`src/rtl/sensor_debounce.sv`:
```
`default_nettype none
// ============================================================================
// sensor_debounce : 3-channel synchronise + debounce with sticky chatter flags
// Revision 1.0
// ============================================================================
module sensor_debounce #(
  parameter int DEBOUNCE_CYCLES = 8,
  parameter int CHATTER_LIMIT   = 4
) (
  input  logic clk,
  input  logic rst,
  input  logic raw_a,
  input  logic raw_b,
  input  logic raw_c,
  input  logic clear_chatter,
  output logic sensor_a,
  output logic sensor_b,
  output logic sensor_c,
  output logic chatter_a,
  output logic chatter_b,
  output logic chatter_c,
  output logic chatter_any
);

  localparam int CNT_W = $clog2(DEBOUNCE_CYCLES + 1);
  localparam int BNC_W = $clog2(CHATTER_LIMIT + 1);
  localparam logic [CNT_W-1:0] C_CNT_LAST = CNT_W'(DEBOUNCE_CYCLES - 1);
  localparam logic [BNC_W-1:0] C_BNC_MAX  = BNC_W'(CHATTER_LIMIT);

  logic [2:0] raw_vec;
  logic [2:0] sensor_vec;
  logic [2:0] chatter_vec;
  logic [2:0] chatter_nxt;
  logic       chatter_any_q;
  logic       chatter_any_d;

  assign raw_vec = {raw_c, raw_b, raw_a};

  for (genvar i = 0; i < 3; i++) begin : g_chan
    logic             sync1_q, sync1_d;
    logic             sync2_q, sync2_d;
    logic             sensor_q, sensor_d;
    logic             chatter_q, chatter_d;
    logic [CNT_W-1:0] cnt_q, cnt_d;
    logic [BNC_W-1:0] bounce_q, bounce_d;
    logic             abort;
    logic             set_flag;

    always_comb begin
      sync1_d   = raw_vec[i];
      sync2_d   = sync1_q;
      sensor_d  = sensor_q;
      cnt_d     = '0;
      bounce_d  = bounce_q;
      chatter_d = chatter_q;
      abort     = 1'b0;
      set_flag  = 1'b0;

      if (sync2_q != sensor_q) begin
        if (cnt_q == C_CNT_LAST) begin
          sensor_d = sync2_q;
          bounce_d = '0;
        end else begin
          cnt_d = cnt_q + 1'b1;
        end
      end else begin
        abort = (cnt_q != '0);
      end

      if (abort) begin
        if (bounce_q != C_BNC_MAX) begin
          bounce_d = bounce_q + 1'b1;
        end
        set_flag = (bounce_d == C_BNC_MAX);
      end

      // A flag being set on this edge outranks a simultaneous clear.
      if (set_flag) begin
        chatter_d = 1'b1;
      end else if (clear_chatter) begin
        chatter_d = 1'b0;
        bounce_d  = '0;
      end
    end

    always_ff @(posedge clk) begin
      if (rst) begin
        sync1_q   <= 1'b0;
        sync2_q   <= 1'b0;
        sensor_q  <= 1'b0;
        chatter_q <= 1'b0;
        cnt_q     <= '0;
        bounce_q  <= '0;
      end else begin
        sync1_q   <= sync1_d;
        sync2_q   <= sync2_d;
        sensor_q  <= sensor_d;
        chatter_q <= chatter_d;
        cnt_q     <= cnt_d;
        bounce_q  <= bounce_d;
      end
    end

    assign sensor_vec[i]  = sensor_q;
    assign chatter_vec[i] = chatter_q;
    assign chatter_nxt[i] = chatter_d;
  end

  always_comb begin
    chatter_any_d = |chatter_nxt;
  end

  always_ff @(posedge clk) begin
    if (rst) begin
      chatter_any_q <= 1'b0;
    end else begin
      chatter_any_q <= chatter_any_d;
    end
  end

  assign sensor_a    = sensor_vec[0];
  assign sensor_b    = sensor_vec[1];
  assign sensor_c    = sensor_vec[2];
  assign chatter_a   = chatter_vec[0];
  assign chatter_b   = chatter_vec[1];
  assign chatter_c   = chatter_vec[2];
  assign chatter_any = chatter_any_q;

endmodule
`default_nettype wire

```
`config.mk`:
```
export PLATFORM = sky130hd
export DESIGN_NAME = sensor_debounce
export DESIGN_NICKNAME = d
export VERILOG_FILES = /design/src/rtl/sensor_debounce.sv
export SDC_FILE = /design/constraint.sdc
export NUM_CORES = 1
export LEC_CHECK = 0
export BUFFER_PORTS_ARGS = -buffer_cell sky130_fd_sc_hd__buf_2
export CORE_ASPECT_RATIO = 1.25
export CORE_UTILIZATION = 63
export CTS_CLUSTER_SIZE = 8
export DETAILED_ROUTE_END_ITERATION = 12
export HOLD_SLACK_MARGIN = 0.02
export PLACE_DENSITY = 0.89
export SETUP_SLACK_MARGIN = 0.02
export SLEW_MARGIN = 20
export SYNTH_ARGS = -nofsm -noshare
export SYNTH_HDL_FRONTEND = slang
export SYNTH_SLANG_ARGS = --single-unit
```
`constraint.sdc`:
```
create_clock -name clk -period 4.2 [get_ports clk]
set_input_delay 0.63 -clock clk [delete_from_list [all_inputs] [get_ports clk]]
set_output_delay 0.63 -clock clk [all_outputs]
set_load 0.02 [all_outputs]
```
==> results.txt, run 1 <==
The flow ran to the end, and the final reports show no timing, DRC or antenna violations. The number of nets handed over by synthesis was 195. The fraction of power consumed by combinational cells came out at 4.6%. TritonCTS built the clock tree. The dominant delay contributor by cell family on the critical path is compound AO/OA/AOI/OAI gates. The number of post-CTS setup repair buffers is 0.

The global route total overflow is 0. The via count of the first global-routing pass is 1,269. The largest single stage delay on the critical path is 0.39 ns. The pin count of the biggest net entering global routing is 28. The buffer levels on the longest clock path is 2.

The reported max-cap violation count came out at 0. The category of the critical setup timing path is flip-flop to flip-flop. The number of resized instances in the post-cts repair step came out at 0. The setup-violating endpoint count in the final report is 0. STA classifies the critical path endpoint as a flip-flop. Timing would allow up to 501 MHz. The internal portion of total power is 398 uW. The total via count after detailed routing came out at 1,307. The finished layout holds 225 standard cells, fillers aside. The total wire length is 3070 um. The final weighted congestion in routability-driven placement is 0.853. The CTS clock-pin slew for the worst setup and hold paths is 0.10 ns. The synthesized design contains 0 enable-type register cells. Setup repair after global routing left no endpoint under its margin. The final total power came out at 517 uW. The width of the chip is 47.9 um. The full die area is 0.00285 sq mm. The critical path goes through inv_1 > ha_1 > or3b_1 > a211oi_2 > o211ai_2 > a2111oi_2. The post-route netlist has 13.5% of its cells at a drive strength greater than 1.

The final instance area came out at 0.00179 sq mm. The power share of the clock group came out at 31.8%. The total number of nets in the final design came out at 210. The placeable core area came out at 0.00248 sq mm. The clock drives 34 sinks. The count of port buffers added during placement came out at 12. The top-area cell type share of the netlist area came out at 41.0%. The Yosys step of the flow raised 0 warnings. The number of buffers inserted during clock tree synthesis is 5.

The per-instance average area after synthesis is 9.39 sq um. The tree is rooted in a sky130_fd_sc_hd__clkbuf_4. In this run, synthesis produced a sequential element count of 34. The prevailing post-synth register cell is sky130_fd_sc_hd__dfxtp_1.

The total cell area at the placement stage came out at 0.00175 sq mm. The initial DRC count is 45. The switching power of the nets is 119 uW. After synthesis, flip-flops and latches occupy 41.0% of the total area. The largest fanout on the critical path came out at 5. The floorplan die height came out at 59.4 um.

The power per standard cell area came out at 288 mW/mm^2. The static leakage came out at 0.000689 uW. The half-perimeter wire length after detailed placement came out at 2300 um. The worst-case register-to-register setup slack is 2.20 ns. The later-pin clock latency in the skew report is 0.34 ns. The number of buffers and inverters on the critical path is 1. The DRC violation count after routing came out at 0. The worst setup path is launched from a flip-flop. At the worst endpoint, the required time is 4.44 ns.

The final number of hold-violating endpoints came out at 0. In the final timing run, aggregate negative setup slack is 0 ns. The worst voltage drop across the vdd grid came out at 0.245 mV. The synthesis-to-layout area growth is 7.91%. At the worst endpoint, the arrival time is 2.24 ns.

The switching part of the total power is 22.9%. The worst slew slack as a fraction of its limit came out at 66.6%. The proportion of register bits with asynchronous set or reset after synthesis came out at 0%. The maximum level of the CTS H-tree is 2. The part of the power in registers is 63.7%. Before antenna repair, the detailed router went through 4 iterations. The instance count of the mapped netlist came out at 177.

The number of unique standard cell types used by synthesis came out at 40. At the pin with the least slew margin, the transition time is 0.497 ns. The final antenna diode count is 0. The fraction of the cycle the final worst path needs came out at 47.6%. Once placement completed, the tool counted placed cells totaling 218. The average via count per standard cell came out at 5.81. After synthesis the cells add up to 0.00166 sq mm. The initial utilization of the core area, before any placement, comes to 67.1%. The routed length per instance came out at 13.6 um. By area the synthesized netlist is led by sky130_fd_sc_hd__dfxtp_1 (41%), sky130_fd_sc_hd__ha_1 (9.0%), sky130_fd_sc_hd__nor2_1 (4.3%), sky130_fd_sc_hd__inv_1 (3.4%), sky130_fd_sc_hd__mux2i_1 (3.0%). The number of nets with antenna violations after routing came out at 0. The wire length of the first global-routing pass came out at 5000 um. The number of rows created at floorplan is 20.

The clock skew after layout is 0.0130 ns. The max-slew violation count came out at 0. The path class of the tightest hold or removal check is flip-flop to flip-flop. The number of buffers inserted by hold repair at cts is 0. The number of antenna violations at the first check in global routing is 0. For this design, the slowest cell found on the critical path is sky130_fd_sc_hd__dfxtp_1. The synthesized design spends more area on one cell type than any other, namely sky130_fd_sc_hd__dfxtp_1. The final period demand of the worst path came out at 2.00 ns.

The total global routing track utilization is 25.3%. The I/O pin count came out at 13.
stage by stage:
step                      setup slack (ns)  utilization (%)  hold WS [ns]
after floorplan                       2.37                -         0.414
after global placement                2.32             70.6         0.416
after detailed placement              2.21             70.6         0.431
after CTS                             2.19             72.4         0.447
after global routing                  2.08             72.4         0.466
final                                 2.20             72.4         0.443
path summary, 6_finish.rpt:
path | from | endpoint | cells past startpoint
setup / recovery | g_chan[1].bounce_q[0] | g_chan[1].bounce_q[2] | 6
hold / removal | g_chan[1].sync1_q | g_chan[1].sync2_q | 1
setup reg to reg | g_chan[1].bounce_q[0] | g_chan[1].bounce_q[2] | 6
hold reg to reg | g_chan[1].sync1_q | g_chan[1].sync2_q | 1
cell families (layout without fill, tap and decap cells):
kind of cell             after synthesis  count (layout)  share of synthesized area [%]
XOR/XNOR                              10              10                           6.40
multiplexers                           7               7                           4.37
AO/OA/AOI/OAI                         26              26                           12.4
adder cells (fa/ha/maj)               12              12                           9.04
AND/OR/NAND/NOR                       69              69                           22.5
flip-flops                            34              34                           41.0
buffers and inverters                 19              34                           4.29
power by group through the flow:
stage	clock, uW	combinational (uW)	sequential (uW)
2_1_floorplan	0	18.2	336
3_3_place_gp	0	22.4	336
3_5_place_dp	0	23.4	337
4_1_cts	167	23.6	329
5_1_grt	183	26.4	330
6_report	164	23.6	329
cells in the final DEF (no fill, tap or decap), drive strengths merged, types with 6 or more instances in the layout:
cell,synthesis,final
dfxtp,34,34
nand2,9,9
nor3,6,6
nor2b,6,6
buf,0,12
nand3,6,6
inv,15,15
xnor2,6,6
nor2,19,19
ha,12,12
clkbuf,4,7
cell type report:
class / count / area [sq um]
fillers: 178 / 684
well taps: 33 / 41.3
inverters: 15 / 56.3
flip-flops and latches: 34 / 681
clock buffers: 7 / 45.0
multi-input cells: 124 / 910
repair buffers: 12 / 60.1
Yosys cell counts, drive strengths merged (2+ instances only):
master and n:
nand3 6, a31oi 2, mux2 2, nand3b 4
mux2i 5, and3 3, nor3b 3, clkbuf 4
inv 15, nand2b 3, a2111oi 2, nor2b 6
a221oi 2, dfxtp 34, a21oi 5, o21ai 4
xnor2 6, xor2 4, ha 12, nor2 19
a211oi 4, or3b 4, nor3 6, nand2 9
o211ai 3
registers in the layout (all words and copies together) (netlist names), 3 cells and up:
signal           flops
g_chan.cnt_q        12
g_chan.bounce_q      9
g_chan.sync1_q       3
g_chan.sync2_q       3
metal layers:
layer	GRT usage (%)	part of all wire, %	routed length, um
met4	13.1	3.3	100
met2	44.2	54	1670
met3	9.76	3.5	108
met1	24.5	39	1190
met5	0	0	0
(Power assumes the default switching activity.)
==> run 2, diff against run 1 <==
--- a/config.mk
+++ b/config.mk
@@ -5,13 +5,14 @@
 export SDC_FILE = /design/constraint.sdc
 export NUM_CORES = 1
 export LEC_CHECK = 0
+export ABC_AREA = 1
 export BUFFER_PORTS_ARGS = -buffer_cell sky130_fd_sc_hd__buf_2
 export CORE_ASPECT_RATIO = 1.25
-export CORE_UTILIZATION = 63
+export CORE_UTILIZATION = 53
 export CTS_CLUSTER_SIZE = 8
 export DETAILED_ROUTE_END_ITERATION = 12
 export HOLD_SLACK_MARGIN = 0.02
-export PLACE_DENSITY = 0.89
+export PLACE_DENSITY = 0.8
 export SETUP_SLACK_MARGIN = 0.02
 export SLEW_MARGIN = 20
 export SYNTH_ARGS = -nofsm -noshare
==> constraint.sdc (replaced) <==
create_clock -name clk -period 1.6 [get_ports clk]
set_input_delay 0.24 -clock clk [delete_from_list [all_inputs] [get_ports clk]]
set_output_delay 0.24 -clock clk [all_outputs]
set_load 0.02 [all_outputs]
==> run 2 against run 1 <==
  * Global-route usage is 6.5 points lower
  * Hold slack worse by 0.32 ns
  * Via count is 11% higher
  * Count of clock-buffer cells in the layout stayed put
  * Power grew to 2.6 times the previous value
  * Clock skew is 0.0087 ns lower
  * Non-clock buffer count is 1 higher
  * Sequential power grew to 2.6 times the previous value
  * Combinational power grew to 3.0 times the previous value
  * Area after synthesis is 3.8% higher
  * Critical endpoint is now chatter_any
==> results.txt, run 2 <==
The run finished with clean final reports. Static timing analysis puts the maximum clock frequency at 701 MHz. The final setup slack of the worst path came out at 0.173 ns. The required time of the worst setup path came out at 1.86 ns. The max-slew violation count is 0.

The total cell area at the placement stage came out at 0.00182 sq mm. The worst-case IR drop observed on VDD is 0.610 mV. The setup-violating endpoint count in the final report is 0.

The fill cell total of the finished layout came out at 301. The combined flip-flop and latch cell area came out at 697 sq um. In the finished design, the share of the clock period the worst path needs comes to 89.2%.

The clock skew after layout is 0.00423 ns. Sequential elements use 39.4% of the synthesized area. The number of clock sinks seen by CTS came out at 34. The starting density of the core came out at 57.0%. The number of buffers inserted during clock tree synthesis is 5. In the layout the commonest cells are sky130_fd_sc_hd__nand2_1 (51), sky130_fd_sc_hd__inv_1 (45), sky130_fd_sc_hd__nor2_1 (37), sky130_fd_sc_hd__dfxtp_1 (25), sky130_fd_sc_hd__nand3_1 (15).

The multi-input combinational cell area is 877 sq um. The synthesized netlist devotes 2.54% of its cell area to XOR and XNOR gates. The most common library cell in the layout ignoring fill and taps is sky130_fd_sc_hd__nand2_1.

The global route total overflow is 0. The DRC violation count after routing is 0. The number of buffers inserted by hold repair at cts came out at 0.

The utilization after layout is 62.9%. The finished layout holds 297 standard cells, fillers aside. The final instance area came out at 0.00190 sq mm. Dividing the detail-routed via count by the number of cells gives 4.87. The worst slew slack as a fraction of its limit is 72.1%. Of the post-synthesis cell area, the part taken by muxes is 0.580%.

The wire length of the first global-routing pass came out at 4910 um. The number of post-CTS setup repair buffers is 0. The buffer levels on the longest clock path came out at 2. The reported max-cap violation count is 0. Sequential cells burn 64.0% of the power.

The post-synthesis adder-cell area fraction came out at 8.70%. The static leakage came out at 0.000927 uW. In the final layout, the registers with the most flip-flops are g_chan.cnt_q: 12 flops, g_chan.bounce_q: 9 flops.

sky130_fd_sc_hd__dfxtp_1 takes more of the synthesized area than any other cell. The final period demand of the worst path came out at 1.43 ns. The maximum level of the CTS H-tree is 2. The total standard cell area after synthesis is 0.00173 sq mm. The simple-gate share of the synthesized area came out at 31.4%.

In this run, synthesis produced a sequential element count of 34. The number of antenna violations at the first check in global routing is 0. The switching power of the nets came out at 301 uW. The total number of nets in the final design is 279. Post-CTS repair changed the size of 0 cells. The count of placed standard cells including taps came out at 290. In the final layout, the share of cells above drive strength 1 is 16.9%.

Routability-driven placement finished with a final weighted congestion of 0.849. The total wire length came out at 2820 um. Global routing consumed, over all layers together, 18.8% of the routing resources. The first routing iteration left 18 violations.

The worst setup path is launched from a flip-flop. The power share of the clock group came out at 30.7%. The count of buffers added on input and output ports is 12. The final number of hold-violating endpoints was 0. The Yosys step of the flow raised 0 warnings. From synthesis to final layout, the design area changed by 10.4%. 0 antenna diodes ended up in the layout.

The arrival time of data at the critical path endpoint came out at 1.69 ns. The main combinational cell family by area after synthesis is simple AND/OR/NAND/NOR gates. The full die area came out at 0.00349 sq mm. TritonCTS built the clock tree.

The worst setup path is of the flip-flop to flip-flop kind. The root buffer cell is sky130_fd_sc_hd__clkbuf_4. The placeable core area is 0.00303 sq mm. The via count of the first global-routing pass came out at 1,307. The net count of the mapped netlist came out at 261.

Counting flops per register, the top entry is g_chan.cnt_q. The half-perimeter wire length after detailed placement came out at 2200 um. The fraction of power consumed by combinational cells is 5.3%. The instance count of the mapped netlist came out at 243. The number of flip-flops under the largest register name is 12. Sorting the synthesized cells by how often they occur yields sky130_fd_sc_hd__nand2_1 (51), sky130_fd_sc_hd__inv_1 (46), sky130_fd_sc_hd__nor2_1 (38), sky130_fd_sc_hd__dfxtp_1 (34), sky130_fd_sc_hd__nand3_1 (16). For the final routed database, the setup TNS stands at 0 ns. The number of unique standard cell types used by synthesis is 25. Summing the areas of all compound-gate instances in the mapped netlist gives 6.45% of the synthesized area.

The number of nets with antenna violations after routing is 0. The pre-CTS worst setup slack came out at 0.123 ns. The min-delay analysis places its worst path in the category input port to flip-flop.

The switching part of the total power is 22.4%. The power per standard cell area is 708 mW/mm^2. The later-pin clock latency in the skew report came out at 0.32 ns. Ranked by total cell area, the synthesized netlist is headed by sky130_fd_sc_hd__dfxtp_1 (39%), sky130_fd_sc_hd__nand2_1 (11%), sky130_fd_sc_hd__inv_1 (10%), sky130_fd_sc_hd__ha_1 (8.7%), sky130_fd_sc_hd__nor2_1 (8.3%). During I/O placement, the number of pins put on the boundary was 13. Detailed routing inserted a total of 1,445 vias. Counting flops with an async set or reset pin after synthesis yields a share of 0%. The width of the chip is 53.0 um. The per-instance average area after synthesis is 7.10 sq um.

The internal portion of total power came out at 1050 uW. Setup repair after global routing left no endpoint under its margin. For this run, the leading register cell type out of synthesis is sky130_fd_sc_hd__dfxtp_1. The pin count of the biggest net entering global routing is 13. The floorplan die height is 65.8 um. The CTS clock-pin slew for the worst setup and hold paths came out at 0.09 ns.

The top-area cell type share of the netlist area came out at 39.4%. The category of the worst setup path capture point is a flip-flop. The most common cell in the synthesized netlist is sky130_fd_sc_hd__nand2_1. The largest fanout on the critical path is 5. The transition time at the pin with the least slew margin came out at 0.416 ns. The number of synthesized flops with an enable pin came out at 0. The first-pass detailed-route iteration total came out at 4. In this run the core area contains 22 standard-cell rows. The routed length per instance is 9.48 um.
-- run 2: critical path, stage by stage, from the launching register on --
cell	delay, ns
sky130_fd_sc_hd__dfxtp_4	0.37
sky130_fd_sc_hd__ha_2	0.17
sky130_fd_sc_hd__nand2_1	0.09
sky130_fd_sc_hd__nor2_4	0.17
sky130_fd_sc_hd__nand2_4	0.09
sky130_fd_sc_hd__nand3_2	0.08
sky130_fd_sc_hd__nand3_2	0.08
sky130_fd_sc_hd__o21bai_1	0.15
sky130_fd_sc_hd__nand2_1	0.09
sky130_fd_sc_hd__nand3_1	0.09
-- run 2: path summary, 6_finish.rpt --
| check | startpoint | endpoint | slack, ns | cells after the start |
|---|---|---|---|---|
| worst max-delay path | g_chan[0].cnt_q[0] | chatter_any | 0.17 | 9 |
| worst min-delay path | raw_b | g_chan[1].sync1_q | 0.12 | 3 |
| worst max register to register | g_chan[0].cnt_q[0] | chatter_any | 0.17 | 9 |
| worst min register to register | g_chan[0].sync1_q | g_chan[0].sync2_q | 0.41 | 2 |
-- run 2: kinds of logic after synthesis --
family	Yosys count
AO/OA/AOI/OAI	20
XOR/XNOR	5
adder cells (fa/ha/maj)	12
buffers and inverters	48
flip-flops	34
multiplexers	1
AND/OR/NAND/NOR	123
-- run 2: stage by stage --
| stage | hold WS (ns) | total power, uW |
|---|---|---|
| floorplan | 0.317 | 935 |
| global placement | 0.389 | 954 |
| detailed placement | 0.399 | 956 |
| CTS | 0.105 | 1370 |
| global route | 0.112 | 1420 |
| finish | 0.119 | 1350 |
-- run 2: per-layer routing --
metal  routed length (um)  share of wire, %  vias up  track usage, %
li1                     -                 -      780               -
met1                 1360                48      644            20.6
met2                 1330                47       16            33.4
met3                   88               3.1        5            4.60
met4                   40               1.4        0            7.89
met5                    0                 0        -               0
-- run 2: cell type report --
type                            instances  share of cell area [%]
Sequential cell                        34                    36.6
Tap cell                               36                    2.37
Multi-Input combinational cell        161                    46.1
Inverter                               46                    9.07
Timing Repair Buffer                   13                    3.55
Clock buffer                            7                    2.37
-- run 2: power by group through the flow --
stage	Clock (uW)	Combinational [uW]	Sequential (uW)
final	414	71.4	862
after CTS	433	72.0	865
after detailed placement	0	71.7	884
after floorplan	0	52.2	882
after global placement	0	70.3	884
after global routing	469	82.1	864
==> run 3, diff against run 2 <==
--- a/config.mk
+++ b/config.mk
@@ -8,6 +8,7 @@
 export ABC_AREA = 1
 export BUFFER_PORTS_ARGS = -buffer_cell sky130_fd_sc_hd__buf_2
 export CORE_ASPECT_RATIO = 1.25
+export CORE_MARGIN = 2
 export CORE_UTILIZATION = 53
 export CTS_CLUSTER_SIZE = 8
 export DETAILED_ROUTE_END_ITERATION = 12
==> run 3 against run 2 <==
  * Power increased by 17%
  * Count of clock-buffer cells in the layout unchanged
  * Sequential share of layout area decreased by 1.2 points
  * Maximum frequency decreased by 0.49%
  * Non-clock buffer count increased by 1
  * Worst setup slack got worse by 0.0070 ns
  * Cell count increased by 1.0%
  * First-iteration DRC count increased to 2.7 times the previous value
  * Hold slack improved by 0.037 ns
  * Flip-flop and latch count unchanged
  * Critical path type unchanged
  * Critical endpoint unchanged
  * Largest cell class unchanged
  * Highest routed layer unchanged
==> results.txt, run 3 (synthesis gave the netlist of run 2 again) <==
The flow ran to the end, and the final reports show no timing, DRC or antenna violations. Cells fill 61.5% of the core in the end. The static leakage is 0.000955 uW. The library cells used most frequently in the layout, excluding fill and tap cells, are sky130_fd_sc_hd__nand2_1 (50), sky130_fd_sc_hd__inv_1 (45), sky130_fd_sc_hd__nor2_1 (38), sky130_fd_sc_hd__dfxtp_1 (28), sky130_fd_sc_hd__nand3_1 (16). The number of rows created at floorplan is 23. The initial DRC count came out at 48. OpenSTA, run right after detailed placement, puts the worst setup slack at 0.143 ns. The number of antenna violations at the first check in global routing was 0. Clock-pin slew was measured on the worst setup and hold paths at 0.07 ns. The first-pass detailed-route iteration total came out at 4. The fraction of layout cells with a size suffix above 1 came out at 16.3%. The total cell area at the placement stage is 0.00182 sq mm. The max-slew violation count was 0.

The reported max-cap violation count is 0. The I/O pin count came out at 13. The HPWL after detailed placement is 2210 um. The largest registers in the layout are g_chan.cnt_q: 12 flops, g_chan.bounce_q: 9 flops. The worst voltage drop across the vdd grid came out at 0.719 mV.

Setup slack on the critical path of the routed design comes to 0.166 ns. The number of clock buffers added by TritonCTS is 5. The category of the worst setup path capture point is a flip-flop. Walking the worst path, the cells encountered are inv_1 > ha_1 > inv_1 > nor2_1 > nor2_1 > nand3_1 > o21bai_1 > nand2_1 > nand3_1. Setup repair after global routing could not meet its margin everywhere.

For met3 alone, demand over resource in global routing was 4.65%. The required time of the worst setup path came out at 1.83 ns. The transition time at the pin with the least slew margin came out at 0.392 ns. The average via count per standard cell came out at 4.79. The final route contains 1,438 vias. The highest clock rate is 698 MHz.

The power per standard cell area came out at 811 mW/mm^2. The type of the most critical hold path is input port to flip-flop. The clock skew after layout is 0.00692 ns. The worst setup path is launched from a flip-flop. Entering global routing, the biggest net connects 14 pins. The routed length per instance came out at 9.96 um. Wires add up to 2990 um.

For this design, the slowest cell found on the critical path is sky130_fd_sc_hd__dfxtp_2. The full die area came out at 0.00373 sq mm. The global-route track usage on met1 came out at 20.1%. The final layout contains 280 nets. Global routing consumed, on the met2 layer, 33.3% of the routing resources. The TritonCTS clock tree is yes. The count of port buffers added during placement came out at 12. Leaving out fill and tap cells, the most frequent cell in the layout is sky130_fd_sc_hd__nand2_1. The total area inside the core boundary comes to 0.00317 sq mm. The arrival time of data at the critical path endpoint came out at 1.66 ns. The final number of hold-violating endpoints is 0.

The final total power came out at 1580 uW. The setup-violating endpoint count in the final report is 0. Of the available clock period, the critical path in the final layout requires 89.6%. The global route total overflow came out at 0. The most flop-heavy register is g_chan.cnt_q. The category of the critical setup timing path is flip-flop to flip-flop. The number of nets with antenna violations after routing came out at 0. The final instance area came out at 0.00195 sq mm. The worst slew slack as a fraction of its limit is 73.7%. The final total negative setup slack is 0 ns.

In the routed design, unresolved DRC markers number 0. The delay of the slowest cell on the worst path came out at 0.36 ns. The width of the chip is 55.0 um. The wire length of the first global-routing pass is 5140 um.

The buffer levels on the longest clock path came out at 2. Clock tree synthesis found a total of 34 sinks. The later-pin clock latency in the skew report is 0.28 ns. At the end of routability-driven placement, the weighted congestion stood at 0.862. The area growth from synthesis to layout is 12.8%. The number of flip-flops under the largest register name is 12. Counting I/O delays and the setup requirement, the final critical path takes 1.43 ns. The tree is rooted in a sky130_fd_sc_hd__clkbuf_8. In this run the number of H-tree levels came out at 2.

The via count of the first global-routing pass is 1,327. Of all nets on the critical path, the largest fanout is 4. The starting density of the core is 54.5%. The peak-usage layer in the global routing report is met2.

0 antenna diodes ended up in the layout. The floorplan die height is 67.8 um. Across every metal layer, demand over resource in global routing totals 19.2%.
run 3: final cells by class:
cell class,count,area [sq um]
clock buffer,7,86.3
clock inverter,1,5.00
fill,300,1220
inverter,46,173
multi-input combinational,161,872
sequential,34,688
tap,37,46.3
timing repair buffer,14,75.1
run 3: final timing paths:
path | from | endpoint | slack [ns] | depth (start not counted)
max | g_chan[0].bounce_q[0] | chatter_any | 0.17 | 9
min | raw_b | g_chan[1].sync1_q | 0.16 | 3
max reg2reg | g_chan[0].bounce_q[0] | chatter_any | 0.17 | 9
min reg2reg | g_chan[1].sync1_q | g_chan[1].sync2_q | 0.41 | 2
run 3: routing by layer:
| metal | vias to the layer above | part of all wire [%] |
|---|---|---|
| met4 | 0 | 2.1 |
| met2 | 19 | 49 |
| met3 | 8 | 3.0 |
| li1 | 784 | - |
| met5 | - | 0 |
| met1 | 627 | 46 |
run 3: timing repair:
item                                    CTS  global route
hold buffers                              0             0
endpoints found under the setup margin    0             6
resized for setup                         0            11
buffers inserted                          0             2
run 3: worst max-delay path: cells and delay by family, from the launching register on:
family          cells  cell delay [ns]
flops               1             0.36
buf+inv             2             0.12
compound gates      1             0.15
simple gates        5             0.47
fa+ha+maj           1             0.29
run 3: power by group:
group / switching [uW] / total, uW / leakage, uW / internal (uW)
logic: 46.0 / 70.3 / 0.000628 / 24.4
clock network: 294 / 641 / 0.0000482 / 347
registers: 7.28 / 866 / 0.000278 / 858
run 3: stage by stage:
stage | std cells | hold slack [ns]
6_report | 300 | 0.156
5_1_grt | 300 | 0.163
4_1_cts | 298 | 0.151
3_5_place_dp | 290 | 0.400
3_3_place_gp | 290 | 0.389
2_1_floorplan | 243 | 0.317
